$ cat config.mk
export PLATFORM = sky130hd
export DESIGN_NAME = imm_gen_pipe
export DESIGN_NICKNAME = d
export VERILOG_FILES = /design/src/rtl/imm_gen_pipe.sv
export SDC_FILE = /design/constraint.sdc
export NUM_CORES = 1
export LEC_CHECK = 0
export ABC_CLOCK_PERIOD_IN_PS = 5400
export CAP_MARGIN = 20
export CORE_MARGIN = 3
export CORE_UTILIZATION = 45
export CTS_BUF_LIST = sky130_fd_sc_hd__clkbuf_4 sky130_fd_sc_hd__clkbuf_8
export CTS_CLUSTER_SIZE = 10
export DETAILED_ROUTE_END_ITERATION = 8
export GPL_TIMING_DRIVEN = 0
export PLACE_DENSITY = 0.8
export SETUP_SLACK_MARGIN = 0.4
export SYNTH_ARGS = -nofsm -noshare
export SYNTH_HDL_FRONTEND = slang
export SYNTH_SLANG_ARGS = --single-unit
$ cat constraint.sdc
create_clock -name clk -period 5.4 [get_ports clk]
set_input_delay 1.62 -clock clk [delete_from_list [all_inputs] [get_ports clk]]
set_output_delay 1.62 -clock clk [all_outputs]
set_load 0.1 [all_outputs]
$ cat src/rtl/imm_gen_pipe.sv
// Immediate generator: decodes the RISC-V instruction format and sign-extended immediate,
// then holds them in a single valid/ready output register with a saturating count of legal accepts.
module imm_gen_pipe #(
   parameter int XLEN  = 32,
   parameter int CNT_W = 16
) (
   input  logic             clk,
   input  logic             rst,
   input  logic             in_valid,
   output logic             in_ready,
   input  logic [31:0]      inst,
   output logic             out_valid,
   input  logic             out_ready,
   output logic [XLEN-1:0]  out_imm,
   output logic [2:0]       out_fmt,
   output logic             out_illegal,
   output logic [CNT_W-1:0] acc_cnt
);

   localparam logic [2:0] FMT_R   = 3'd0;
   localparam logic [2:0] FMT_I   = 3'd1;
   localparam logic [2:0] FMT_S   = 3'd2;
   localparam logic [2:0] FMT_B   = 3'd3;
   localparam logic [2:0] FMT_U   = 3'd4;
   localparam logic [2:0] FMT_J   = 3'd5;
   localparam logic [2:0] FMT_ILL = 3'd7;

   logic [6:0]       w_opcode;
   logic [2:0]       w_funct3;
   logic [2:0]       w_fmt;
   logic [XLEN-1:0]  w_imm;
   logic             w_illegal;
   logic             w_accept;

   logic             r_out_valid;
   logic [XLEN-1:0]  r_out_imm;
   logic [2:0]       r_out_fmt;
   logic             r_out_illegal;
   logic [CNT_W-1:0] r_acc_cnt;

   assign w_opcode = inst[6:0];
   assign w_funct3 = inst[14:12];

   always_comb begin
      w_fmt     = FMT_ILL;
      w_imm     = '0;
      w_illegal = 1'b0;
      case (w_opcode)
         7'b0000011, 7'b1100111, 7'b1110011: begin
            w_fmt = FMT_I;
            w_imm = XLEN'($signed(inst[31:20]));
         end
         7'b0010011: begin
            w_fmt = FMT_I;
            // Shift-immediates carry an unsigned shamt; funct7 bits must not sign-extend.
            if (w_funct3 == 3'b001 || w_funct3 == 3'b101)
               w_imm = (XLEN == 64) ? XLEN'(inst[25:20]) : XLEN'(inst[24:20]);
            else
               w_imm = XLEN'($signed(inst[31:20]));
         end
         7'b0100011: begin
            w_fmt = FMT_S;
            w_imm = XLEN'($signed({inst[31:25], inst[11:7]}));
         end
         7'b1100011: begin
            w_fmt = FMT_B;
            w_imm = XLEN'($signed({inst[31], inst[7], inst[30:25], inst[11:8], 1'b0}));
         end
         7'b0110111, 7'b0010111: begin
            w_fmt = FMT_U;
            w_imm = XLEN'($signed({inst[31:12], 12'b0}));
         end
         7'b1101111: begin
            w_fmt = FMT_J;
            w_imm = XLEN'($signed({inst[31], inst[19:12], inst[20], inst[30:21], 1'b0}));
         end
         7'b0110011: begin
            w_fmt = FMT_R;
         end
         default: begin
            w_fmt     = FMT_ILL;
            w_illegal = 1'b1;
         end
      endcase
   end

   // Handshake: a transfer happens on a rising edge where valid && ready on that side.
   // in_ready is combinational: the lone output register may load when empty or draining.
   assign in_ready = !r_out_valid || out_ready;
   assign w_accept = in_valid && in_ready;

   always_ff @(posedge clk or posedge rst) begin
      if (rst) begin
         r_out_valid   <= 1'b0;
         r_out_imm     <= '0;
         r_out_fmt     <= FMT_R;
         r_out_illegal <= 1'b0;
         r_acc_cnt     <= '0;
      end else if (w_accept) begin
         r_out_valid   <= 1'b1;
         r_out_imm     <= w_imm;
         r_out_fmt     <= w_fmt;
         r_out_illegal <= w_illegal;
         if (!w_illegal && r_acc_cnt != {CNT_W{1'b1}})
            r_acc_cnt <= r_acc_cnt + 1'b1;
      end else if (out_ready) begin
         r_out_valid <= 1'b0;
      end
   end

   assign out_valid   = r_out_valid;
   assign out_imm     = r_out_imm;
   assign out_fmt     = r_out_fmt;
   assign out_illegal = r_out_illegal;
   assign acc_cnt     = r_acc_cnt;

endmodule

Word-level counts from Yosys, hierarchy flattened
Index checks and enable logic that the tools add are counted.

Register bits after elaboration: 53. Output and inout bits: 54. Logic and storage cells: 36.

Add/subtract/negate cells: 1. Equal/unequal tests: 13. Multiplexer cells: 6. Reduce and logical (&&, ||, !) cells: 11.

Operators with widths (count): one-hot mux 32 bit (6 select lines) (1); two-way mux 32 bit (1); equality test 7 bit, second input constant (4); equality test 7 x 6 -> 1 bit, second input constant (3); one-hot mux 3 bit (6 select lines) (1); adder 16 x 1 -> 16 bit, second input constant (1); != test 16 bit, second input constant (1); equality test 7 x 5 -> 1 bit, second input constant (2); OR reduction 10 bit (1); equality test 7 x 2 -> 1 bit, second input constant (1); OR reduction 4 bit (1); equality test 3 x 1 -> 1 bit, second input constant (1); equality test 3 bit, second input constant (1); two-way mux 1 bit (3); OR reduction 3 bit (1); logical AND 1 bit (2); logical OR 1 bit (2); AND reduction 2 bit (1); nonzero test 2 bit (1); OR reduction 2 bit (1); logical NOT 1 bit (1).

Depth between registers and ports, before layout
Word-level depth: 4. Mapped depth: 7. Depth with buffers taken out: 6.

Worst setup path after synthesis
Ideal clock, no wire load.

Kind: input to output. From: in out_ready. To: out in_ready. Arrival time: 2451 ps. Data required time: 3780 ps. Path slack: 1329 ps. Cell stages on the path: 1. Path buffers: 0. Path through: nand2b_1.

Cells in the longest elaborated chain, start to end: 1.

RTL lines: start: declaration (RTL line 13) `input logic out_ready,`; logical OR 1 bit (RTL line 89) `assign in_ready = !r_out_valid || out_ready;`; end: declaration (RTL line 10) `output logic in_ready,`.

Every way passes these cells.

Final worst setup path
Ends and elaborated chain as after synthesis.

==> flow_summary.json <==
{
  "total_leakage_power_nw": 1.55,
  "cp_cell_sequence": "clkdlybuf4s50_1, nand2b_1, dlygate4sd2_1",
  "worstPathRequired_ns": 3.78,
  "grtUsageMet1_pct": 27.8,
  "slew_violations": 0,
  "slowest_stage": "dlygate4sd2_1",
  "grt_max_degree": 30,
  "synth_cells": 243,
  "cts-root-buf": "clkbuf_8",
  "drt_pass1_iterations": 4,
  "initial_utilization_pct": 46.8,
  "syn_area_um2": 2590,
  "design_area_um2": 3670,
  "finClkSkew_ns": 0.00781,
  "cp_num_cells": 3,
  "io_buffer_count": 89,
  "diodes": 0,
  "crit_buf_inv": 2,
  "synth_seq_area_share_pct": 51.1,
  "outcome": "completed",
  "crit_path_start_kind": "input port",
  "yosys_warnings": 0,
  "min_path_cells": 1,
  "grt_pass1_wl_um": 10700,
  "dieArea_um2": 6710,
  "num_rows": 27,
  "slew_headroom_pct": 32.4,
  "syn-num-nets": 280,
  "drive_above_1_share_pct": 8.85,
  "syn2layout_area_growth_pct": 41.4,
  "reg2reg_depth": 5,
  "fin_nets": 377,
  "p_per_area_nw_per_um2": 274,
  "arrival_ns": 3.17,
  "cts_setup_buffers": 0,
  "synth_top_flop_cell": "dfrtp_1",
  "path_class": "in -> out",
  "synthArstFlopShare_pct": 100,
  "fmax_ghz": 0.209,
  "hold_class": "reg -> reg",
  "drc": 0,
  "path_max_fanout": 6,
  "ys_types": 60,
  "crit_family": "buffers and inverters",
  "vias_per_cell": 5.66,
  "reg2reg_slack_ns": 3.36,
  "hpwlAfterDp_um": 5080,
  "fin_crit_ns": 4.79,
  "cts_buffers": 5,
  "grt_usage_pct": 20.7,
  "postRouteAntennaNets": 0,
  "wl_per_cell_um": 16.4,
  "post_cts_resized": 1,
  "finalCritPeriodShare_pct": 88.7,
  "chipHeight_um": 81.9,
  "clock-sinks": 53,
  "tightest_slew_ns": 1.01,
  "clk_latency_ns": 0.31,
  "vias": 2326,
  "fill_cells": 446,
  "overflow": 0,
  "grt_pass1_vias": 2184,
  "placed_area_um2": 3590,
  "endpoint_kind": "output pin",
  "postSynthAreaPerCell_um2": 10.7,
  "setup_viol": 0,
  "hold_viol": 0,
  "synth-seq-cells": 53,
  "cts-hold-fix-buffers": 0,
  "path_clk_slew_ns": 0.09,
  "wirelength_um": 6750,
  "antenna_found_initial": 0,
  "rsz0062_at_grt": "no",
  "use_met2_pct": 32.6,
  "cap_viol_max_count": 0,
  "top_usage_layer": "met2",
  "setup-tns-final_ns": 0,
  "io_pins": 90,
  "synth_enable_flop_cells": 0,
  "die_w_um": 81.9,
  "cts_tree": "yes",
  "htreeDepth": 2,
  "crit_path_max_incr_delay_ns": 0.89,
  "place_congestion": 0.871,
  "met3_usage_pct": 7.24,
  "clk_path_buf_depth": 2,
  "core_area_um2": 5540,
  "initialDrtViolationCount": 127,
  "ir_drop_mv": 0.272
}
==> layout by cell type, fill, tap and decap left out, drive strengths merged, types with 2 or more instances in the layout <==
cell type,n
clkdlybuf4s50,88
dfrtp,53
nand2,31
nor2,16
nand3,12
xnor2,12
a21oi,11
a221o,11
clkbuf,11
nand4,9
buf,8
a32o,7
xor2,4
o21ai,4
a22oi,4
inv,4
and2,4
nand2b,3
and3,3
nor4,3
nor3b,3
a31oi,2
nor2b,2
o21bai,2
o211a,2
and2b,2
and4,2
nor4b,2
==> routing by layer <==
metal / vias to the layer above / share of wire (%)
li1: 1085 / -
met1: 1144 / 45
met2: 92 / 45
met3: 5 / 9.3
met4: 0 / 0.83
met5: - / 0
==> stage by stage <==
step	hold slack (ns)	utilization [%]	std cells	power, mW	worst slack [ns]
CTS	0.504	66.2	411	1.01	0.588
floorplan	0.971	-	243	0.700	1.33
global placement	0.462	64.5	404	0.801	0.319
global route	0.519	66.2	411	1.05	0.561
finish	0.499	66.2	411	1.01	0.612
detailed placement	0.479	64.9	405	0.805	0.308
==> worst paths after layout <==
kind / from / endpoint
min: out_imm[5]$_DFFE_PP0P_ / out_imm[5]$_DFFE_PP0P_
max: out_ready / in_ready
max in group asynchronous: rst / acc_cnt[3]$_DFFE_PP0P_
max reg2reg: out_valid$_DFFE_PP0P_ / out_imm[21]$_DFFE_PP0P_
min reg2reg: out_imm[5]$_DFFE_PP0P_ / out_imm[5]$_DFFE_PP0P_
min in group asynchronous: rst / out_fmt[1]$_DFFE_PP0P_
==> registers in the layout, summed over array words and instances (netlist names) <==
name / flops
acc_cnt: 16
out_valid: 1
out_imm: 32
out_fmt: 3
out_illegal: 1
==> layout make-up <==
class | count | area [um^2] | area share, %
Clock inverter | 1 | 5.00 | 0.136
Inverter | 4 | 15.0 | 0.409
Buffer | 14 | 83.8 | 2.29
Timing Repair Buffer | 90 | 910 | 24.8
Tap cell | 72 | 90.1 | 2.46
Clock buffer | 5 | 68.8 | 1.88
Multi-Input combinational cell | 172 | 1170 | 31.9
Sequential cell | 53 | 1330 | 36.2
==> worst reg2reg max path, stage by stage (launching register included) <==
cell,delay (ns)
dfrtp_1,0.39
nand2b_1,0.18
nand4_1,0.30
nor3_1,0.41
dlygate4sd1_1,0.47
a221o_1,0.23
==> Yosys cell counts, types with 2 or more instances <==
cell | count | share of area, %
nor2_1 | 16 | 2.3
o21ai_0 | 4 | 0.77
a22oi_1 | 4 | 1.2
buf_2 | 3 | 0.58
a32o_1 | 7 | 2.7
nand2b_1 | 3 | 0.72
a31oi_1 | 2 | 0.48
clkbuf_1 | 5 | 0.72
xor2_1 | 4 | 1.4
o21bai_1 | 2 | 0.58
o211a_1 | 2 | 0.77
a221o_1 | 10 | 3.9
xnor2_1 | 12 | 4.1
nand3_1 | 12 | 2.3
nand2_1 | 31 | 4.5
and2_1 | 3 | 0.72
and3_1 | 3 | 0.72
buf_4 | 3 | 0.87
nor2b_1 | 2 | 0.48
inv_1 | 4 | 0.58
nor4_1 | 3 | 0.72
nand4_1 | 9 | 2.2
dfrtp_1 | 53 | 51
a21oi_1 | 10 | 1.9
==> power breakdown <==
group	leakage [nW]	total [mW]	switching, mW	internal, mW
clock	0.0399	0.210	0.124	0.0857
combinational	0.811	0.356	0.259	0.0973
sequential	0.697	0.440	0.0192	0.421
==> logic make-up (layout without fill, tap and decap cells) <==
family | Yosys count | after routing | share of synthesized area [%]
and+or+nand+nor | 99 | 99 | 21.5
buffers and inverters | 18 | 114 | 3.81
xor gates and xnor gates | 16 | 16 | 5.40
AOI/OAI and AO/OA | 55 | 55 | 17.3
muxes | 1 | 1 | 0.434
DFF | 53 | 53 | 51.1
adders and majority gates | 1 | 1 | 0.482
No activity file was read; power rests on OpenSTA's default activity.
